### config.mk
export PLATFORM = sky130hd
export DESIGN_NAME = apb_i2c_csr
export DESIGN_NICKNAME = d
export VERILOG_FILES = /design/src/rtl/apb_i2c_csr.sv
export SDC_FILE = /design/constraint.sdc
export NUM_CORES = 1
export LEC_CHECK = 0
export ABC_AREA = 0
export CAP_MARGIN = 15
export CORE_ASPECT_RATIO = 0.8
export CORE_MARGIN = 3
export CORE_UTILIZATION = 35
export DETAILED_ROUTE_END_ITERATION = 8
export GPL_TIMING_DRIVEN = 0
export PLACE_DENSITY = 0.86
export SYNTH_ARGS = -nofsm -noshare
export SYNTH_HDL_FRONTEND = slang
export SYNTH_SLANG_ARGS = --single-unit
### constraint.sdc
create_clock -name PCLK -period 5.4 [get_ports PCLK]
set_input_delay 1.08 -clock PCLK [delete_from_list [all_inputs] [get_ports PCLK]]
set_output_delay 1.08 -clock PCLK [all_outputs]
set_load 0.05 [all_outputs]
### src/rtl/apb_i2c_csr.sv
// APB control/status register block for an I2C core: TX push, RX pop,
// CONFIG/TIMEOUT, sticky interrupt status with enables, and programmable wait states.
module apb_i2c_csr #(
  parameter int DW          = 32,
  parameter int AW          = 8,
  parameter int CFG_W       = 14,
  parameter int TMO_W       = 14,
  parameter int WAIT_STATES = 0
) (
  input  logic             PCLK,
  input  logic             PRESETn,
  input  logic             PSELx,
  input  logic             PENABLE,
  input  logic             PWRITE,
  input  logic [AW-1:0]    PADDR,
  input  logic [DW-1:0]    PWDATA,
  output logic [DW-1:0]    PRDATA,
  output logic             PREADY,
  output logic             PSLVERR,
  input  logic [DW-1:0]    RX_DATA,
  input  logic             TX_FULL,
  input  logic             TX_EMPTY,
  input  logic             RX_EMPTY,
  input  logic             I2C_ERROR,
  output logic             WR_ENA,
  output logic             RD_ENA,
  output logic [DW-1:0]    WRITE_DATA_ON_TX,
  output logic [CFG_W-1:0] CONFIG,
  output logic [TMO_W-1:0] TIMEOUT,
  output logic             IRQ
);

  localparam logic [AW-1:0] OFF_TX    = AW'(8'h00);
  localparam logic [AW-1:0] OFF_RX    = AW'(8'h04);
  localparam logic [AW-1:0] OFF_CFG   = AW'(8'h08);
  localparam logic [AW-1:0] OFF_TMO   = AW'(8'h0C);
  localparam logic [AW-1:0] OFF_STAT  = AW'(8'h10);
  localparam logic [AW-1:0] OFF_INTS  = AW'(8'h14);
  localparam logic [AW-1:0] OFF_INTEN = AW'(8'h18);

  typedef enum logic [1:0] {IDLE, SETUP, ACCESS} state_e;

  state_e             state_q, state_d;
  logic [2:0]         cnt_q, cnt_d;
  logic [CFG_W-1:0]   cfg_q, cfg_d;
  logic [TMO_W-1:0]   tmo_q, tmo_d;
  logic [2:0]         int_stat_q, int_stat_d;
  logic [2:0]         int_en_q, int_en_d;
  logic               tx_empty_q, rx_empty_q;
  logic               irq_q, irq_d;

  logic               pready;
  logic               addr_err;
  logic               wr_ok, rd_ok;
  logic [DW-1:0]      rd_mux;
  logic [2:0]         int_set, int_clr;

  assign pready = (state_q == ACCESS) && PSELx && PENABLE && (cnt_q == 3'd0);

  always_comb begin
    state_d = state_q;
    cnt_d   = cnt_q;
    case (state_q)
      IDLE:   if (PSELx && !PENABLE) state_d = SETUP;
      SETUP: begin
        state_d = ACCESS;
        cnt_d   = 3'(WAIT_STATES);
      end
      ACCESS: begin
        if (!PSELx || pready) state_d = IDLE;
        if (cnt_q != 3'd0)    cnt_d   = cnt_q - 3'd1;
      end
      default: state_d = IDLE;
    endcase
  end

  // Address decode also classifies illegal accesses so they can be suppressed.
  always_comb begin
    addr_err = 1'b0;
    rd_mux   = '0;
    case (PADDR)
      OFF_TX:    addr_err = !PWRITE || TX_FULL;
      OFF_RX: begin
        addr_err = PWRITE || RX_EMPTY;
        rd_mux   = RX_DATA;
      end
      OFF_CFG:   rd_mux = DW'(cfg_q);
      OFF_TMO:   rd_mux = DW'(tmo_q);
      OFF_STAT: begin
        addr_err = PWRITE;
        rd_mux   = DW'({TX_FULL, RX_EMPTY, TX_EMPTY});
      end
      OFF_INTS:  rd_mux = DW'(int_stat_q);
      OFF_INTEN: rd_mux = DW'(int_en_q);
      default:   addr_err = 1'b1;
    endcase
  end

  assign wr_ok = pready && !addr_err && PWRITE;
  assign rd_ok = pready && !addr_err && !PWRITE;

  assign PREADY           = pready;
  assign PSLVERR          = pready && addr_err;
  assign WR_ENA           = wr_ok && (PADDR == OFF_TX);
  assign RD_ENA           = rd_ok && (PADDR == OFF_RX);
  assign PRDATA           = rd_ok ? rd_mux : '0;
  assign WRITE_DATA_ON_TX = PWDATA;
  assign CONFIG           = cfg_q;
  assign TIMEOUT          = tmo_q;
  assign IRQ              = irq_q;

  // A set event in the same cycle as a W1C clear keeps the bit set.
  always_comb begin
    cfg_d    = cfg_q;
    tmo_d    = tmo_q;
    int_en_d = int_en_q;
    if (wr_ok && (PADDR == OFF_CFG))   cfg_d    = PWDATA[CFG_W-1:0];
    if (wr_ok && (PADDR == OFF_TMO))   tmo_d    = PWDATA[TMO_W-1:0];
    if (wr_ok && (PADDR == OFF_INTEN)) int_en_d = PWDATA[2:0];
    int_set    = {I2C_ERROR, rx_empty_q & ~RX_EMPTY, ~tx_empty_q & TX_EMPTY};
    int_clr    = (wr_ok && (PADDR == OFF_INTS)) ? PWDATA[2:0] : 3'b000;
    int_stat_d = (int_stat_q & ~int_clr) | int_set;
    irq_d      = |(int_stat_d & int_en_d);
  end

  always_ff @(posedge PCLK or negedge PRESETn) begin
    if (!PRESETn) begin
      state_q    <= IDLE;
      cnt_q      <= 3'd0;
      cfg_q      <= '0;
      tmo_q      <= '0;
      int_stat_q <= 3'b000;
      int_en_q   <= 3'b000;
      tx_empty_q <= 1'b1;
      rx_empty_q <= 1'b1;
      irq_q      <= 1'b0;
    end else begin
      state_q    <= state_d;
      cnt_q      <= cnt_d;
      cfg_q      <= cfg_d;
      tmo_q      <= tmo_d;
      int_stat_q <= int_stat_d;
      int_en_q   <= int_en_d;
      tx_empty_q <= TX_EMPTY;
      rx_empty_q <= RX_EMPTY;
      irq_q      <= irq_d;
    end
  end

endmodule

# ---- Word-level counts from Yosys, hierarchy flattened
# Index checks and enable logic that the tools add are counted.
dict set report op_classes {
  n_addsub 1
  n_mul 0
  n_div 0
  n_lt_le_gt_ge 0
  eq_ne 11
  shifts 0
  n_mux 10
  bitwise_logic 8
  n_reduce_logical 30
}
# operator n
set op_table {}
lappend op_table {{$pmux W32 S6} 1}
lappend op_table {{$mux W32} 1}
lappend op_table {{$eq A8 B5 Y1 const B} 3}
lappend op_table {{$eq A8 B4 Y1 const B} 2}
lappend op_table {{$logic_and A1 B1 Y1} 14}
lappend op_table {{$mux W3} 3}
lappend op_table {{$eq A8 B3 Y1 const B} 1}
lappend op_table {{$logic_not A8 Y1} 1}
lappend op_table {{$and A3 B3 Y3} 2}
lappend op_table {{$pmux W2 S3} 1}
lappend op_table {{$pmux W3 S2} 1}
lappend op_table {{$logic_not A1 Y1} 4}
lappend op_table {{$mux W2} 2}
lappend op_table {{$ne A2 B1 Y1 const B} 2}
lappend op_table {{$pmux W1 S4} 1}
lappend op_table {{$reduce_and A2 Y1} 2}
lappend op_table {{$reduce_or A4 Y1} 1}
lappend op_table {{$logic_not A3 Y1} 1}
lappend op_table {{$logic_or A1 B1 Y1} 3}
lappend op_table {{$not A3 Y3} 1}
lappend op_table {{$or A3 B3 Y3} 1}
lappend op_table {{$reduce_bool A3 Y1} 1}
lappend op_table {{$reduce_or A3 Y1} 1}
lappend op_table {{$sub A3 B1 Y3 const B} 1}
lappend op_table {{7 further kinds} 9}
dict set report totals {
  register_bits 42
  latchBits 0
  mem_bits_rw 0
  romBits 0
  output_inout_bits 97
  n_memories 0
}

# ---- Longest topological paths before layout
dict set report depth {
  word_depth 13
  mapped_depth 9
}

# ---- Least setup slack after synthesis
# Ideal clock, no wire load.
dict set report synth_timing {
  path_kind {input port to output port}
  start {input port PADDR[3]}
  end {output port WR_ENA}
  arrival_time_ns 3.218
  path_slack_ns 1.102
  stages 5
  path_buffers 3
  cell_sequence {buf_2 buf_2 buf_2 o21ai_0 nor4_1}
}
dict set report synth_via {
  elab_chain_len 7
  elab_cells_between_ends 13
  cone_classes {eq/ne: 6; mux: 1; reduce/logical: 6}
}
# item line_no
set synth_lines {}
lappend synth_lines {{from (decl)} 15} ;# input logic [AW-1:0] PADDR,
lappend synth_lines {{$eq A8 B4 Y1 / $eq A8 B5 Y1 (equally long branches)} 81} ;# case (PADDR)
lappend synth_lines {{$reduce_or A4 Y1 (no line)} -}
lappend synth_lines {{$pmux W1 S4} 81}
lappend synth_lines {{$logic_not A1 Y1} 99} ;# assign wr_ok = pready && !addr_err && PWRITE;
lappend synth_lines {{$logic_and A1 B1 Y1 (2 in series)} 99}
lappend synth_lines {{$logic_and A1 B1 Y1 (*)} 104} ;# assign WR_ENA = wr_ok && (PADDR == OFF_TX);
lappend synth_lines {{to (decl)} 25} ;# output logic WR_ENA,
# Every way passes the cells marked *; elsewhere a longest branch is shown, timed or not.

# ---- Worst setup path in the final report
dict set report layout_timing {
  start {input port PADDR[3]}
  end {output port PRDATA[2]}
}
dict set report layout_via {
  elab_chain_len 7
  elab_cells_between_ends 14
  cone_classes {eq/ne: 6; mux: 3; reduce/logical: 5}
}
# item line_no
set layout_lines {}
lappend layout_lines {{$eq A8 B4 Y1 / $eq A8 B5 Y1 (equally long branches)} 81}
lappend layout_lines {{$reduce_or A4 Y1 (no line)} -}
lappend layout_lines {{$pmux W1 S4} 81}
lappend layout_lines {{$logic_not A1 Y1} 100} ;# assign rd_ok = pready && !addr_err && !PWRITE;
lappend layout_lines {{$logic_and A1 B1 Y1 (2 in series)} 100}
lappend layout_lines {{$mux W32 (*)} 106} ;# assign PRDATA = rd_ok ? rd_mux : '0;
lappend layout_lines {{to (decl)} 17} ;# output logic [DW-1:0] PRDATA,
# Marks and branches as above.

==> impl_metrics.yaml <==
logic_synthesis:
  yosysWarnings: 0
  synth_cells: 280
  yosys.area_share.simple_pct: 20.64
  synth_compound_area_share_pct: 8.377
  ys_types: 40
  syn_nets: 363
  synth-xor-area-share_pct: 0
  synth_fa_ha_area_share_pct: 0.8726
  synth_top_family_by_area: "multiplexers"
  synth_top_area_share_pct: 34.90
  synth.top_cells.by_area: "dfrtp_1 35%, mux2_2 11%, mux2_4 10%"
  yosys_register_bits: 42
  synth_area_um2: 2868
  synth_top_area_cell: "dfrtp_1"
  seq_area_frac_synth_pct: 36.74
  syn_avg_cell_area_um2: 10.24
  muxShareOfSynthArea_pct: 21.47
finish:
  instances_no_fill: 552
  fillerInstances: 627
  drive_above_1_share_pct: 25.06
  nNetsFinal: 529
  antennaDiodeCount: 0
  final_common_cell: "clkdlybuf4s50_1"
  layout_common_cells: "157 x clkdlybuf4s50_1, 40 x dfrtp_1, 33 x buf_4, 28 x mux2_2, 26 x nor2_1"
  utilization_pct: 61.12
  area_growth_pct: 63.53
  final_cell_area_um2: 4690
placement:
  placed_area_um2: 4603
  dpl.cell_count: 544
  gp_congestion: 0.7898
  numPortBuffers: 158
  hpwl_um: 7078
sta:
  tns_ns: 0
  min_period_ns: 4.976
  hold-worst-slack_ns: 0.5118
  fmax_mhz: 201.0
  drv_slew: 0
  final.period_utilization_pct: 92.14
  finalHoldViolations: 0
  tightest_slew_ns: 0.5353
  rsz0062_at_grt: "no"
  relSlewSlack_pct: 64.32
  finalSetupViolations: 0
  finClkSkew_ns: 0.01004
cts:
  clock-root-buffer: "clkbuf_8"
  cts_tree: "built"
  clockBufferDepth: 2
  cts_setup_buffers: 0
  htreeDepth: 2
  ctsHoldBuffers: 0
  cts_sinks: 42
  clock_latency_ns: 0.29
  cts_resized: 0
  clk_pin_slew_ns: 0.07
  cts_buffers: 5
pwr:
  p_sw_share_pct: 29.82
  p_per_area_nw_per_um2: 152.9
  p_leak_nw: 2.086
  p_clk_share_pct: 28.3
  internal-power_mw: 0.5033
  power_frac_seq_pct: 44.7
  peakVddDrop_mv: 0.1085
  pwr-share-comb_pct: 27.0
  p_sw_mw: 0.2139
global_route:
  antenna_found_initial: 0
  grt_max_degree: 23
  grt_util_all_layers_pct: 18.06
  grt_pass1_wl_um: 13540
  grt_pass1_vias: 2658
  gr-total-overflow: 0
floorplan:
  fp.coreArea_um2: 7672
  num_rows: 28
  die_h_um: 86.96
  die-area_um2: 9322
  dieWidth_um: 107.2
  initial_core_util_pct: 37.38
  num_io_pins: 178
flow_run:
  maxCapViolations: 0
worst_setup_path:
  cp-start-kind: "primary input"
  arrival_ns: 3.90
  r2r_slack_ns: 3.33
  required_ns: 4.32
  critPathKind: "primary input to primary output"
  end_kind: "primary output"
  crit_fanout: 10
routing:
  firstDrtPassIters: 4
  drtAntennaViolNets: 0
  viasPerCell: 4.799
  drt_iter0_markers: 89
  wl_um: 8786
  drcViolationCount: 0
  wl_per_cell_um: 15.92
  num_vias: 2649
run_status:
  status: "finished, final reports clean"
worst_hold_path:
  worstHoldPathType: "flop to flop"
-- cells in the mapped netlist --
cell type,number
and2_1,19
nor2b_1,5
o21ai_0,8
a22o_1,6
nor4bb_1,1
nor2_1,26
nor4_4,1
nand2_1,17
dfstp_2,2
nor3b_1,1
nand3_2,1
buf_6,2
buf_4,33
nor2_8,1
o21bai_1,2
and3b_2,1
buf_1,1
dfrtp_1,40
mux2_4,20
inv_1,7
and4_1,2
nand3_1,6
ha_1,2
nand4b_4,1
clkbuf_1,3
a22oi_1,4
nor2_4,1
or3_1,2
nand2b_4,1
mux2_2,28
nand4_1,1
a21boi_0,3
and3_1,1
a21oi_1,16
or2_2,3
nor4b_1,1
buf_2,6
and4bb_2,1
nor4_1,3
nand4_4,1
-- registers in the layout (all words and copies together) (netlist names) --
| name | flops |
|---|---|
| int_stat_q | 3 |
| rx_empty_q | 1 |
| state_q | 2 |
| TIMEOUT | 14 |
| CONFIG | 14 |
| int_en_q | 3 |
| tx_empty_q | 1 |
| IRQ | 1 |
| cnt_q | 3 |
-- worst paths after layout --
path,start,end,depth (start not counted)
min reg2reg,cnt_q[1],cnt_q[1],1
max,PADDR[3],PRDATA[2],7
max in group asynchronous,PRESETn,tx_empty_q,2
min,cnt_q[1],cnt_q[1],1
max reg2reg,cnt_q[0],TIMEOUT[11],8
min in group asynchronous,PRESETn,TIMEOUT[5],1
-- routing by layer --
layer | vias up | wire [µm] | track usage, %
li1 | 1267 | - | -
met1 | 1260 | 3713 | 23.11
met2 | 116 | 4297 | 31.69
met3 | 6 | 723 | 4.374
met4 | 0 | 51 | 2.787
met5 | - | 0 | 0
-- cell families (layout without fill, tap and decap cells) --
| kind of cell | count (synthesis) | after routing |
|---|---|---|
| flops | 42 | 42 |
| simple gates | 97 | 97 |
| buf+inv | 52 | 219 |
| fa+ha+maj | 2 | 2 |
| compound gates | 39 | 39 |
| mux | 48 | 48 |
-- power by group through the flow --
stage / logic, mW / clock network (mW) / registers, mW
floorplan: 0.0976 / 0 / 0.329
global placement: 0.190 / 0 / 0.326
detailed placement: 0.194 / 0 / 0.327
CTS: 0.195 / 0.209 / 0.320
global route: 0.205 / 0.222 / 0.321
finish: 0.193 / 0.203 / 0.321
-- metrics by stage --
step,power [mW],worst slack [ns]
finish,0.7172,0.4242
global route,0.7478,0.1932
CTS,0.7243,0.3768
detailed placement,0.5211,0.3796
global placement,0.5164,0.3530
floorplan,0.4262,1.102
-- area by class of cell --
type / count / area [µm²] / area share [%]
Timing Repair Buffer: 159 / 1604 / 34.20
Clock inverter: 2 / 13.76 / 0.2935
Sequential cell: 42 / 1054 / 22.47
Multi-Input combinational cell: 186 / 1473 / 31.40
Buffer: 45 / 315.3 / 6.724
Inverter: 7 / 26.28 / 0.5603
Tap cell: 105 / 131.4 / 2.801
Clock buffer: 6 / 72.57 / 1.547
-- worst max-delay path, cell delays in order --
cell and delay, ns:
clkdlybuf4s50_1 0.68, buf_2 0.34, buf_2 0.31, buf_2 0.30, nand3_1 0.11, a21oi_1 0.23
clkdlybuf4s50_1 0.84
(Power assumes the default switching activity.)
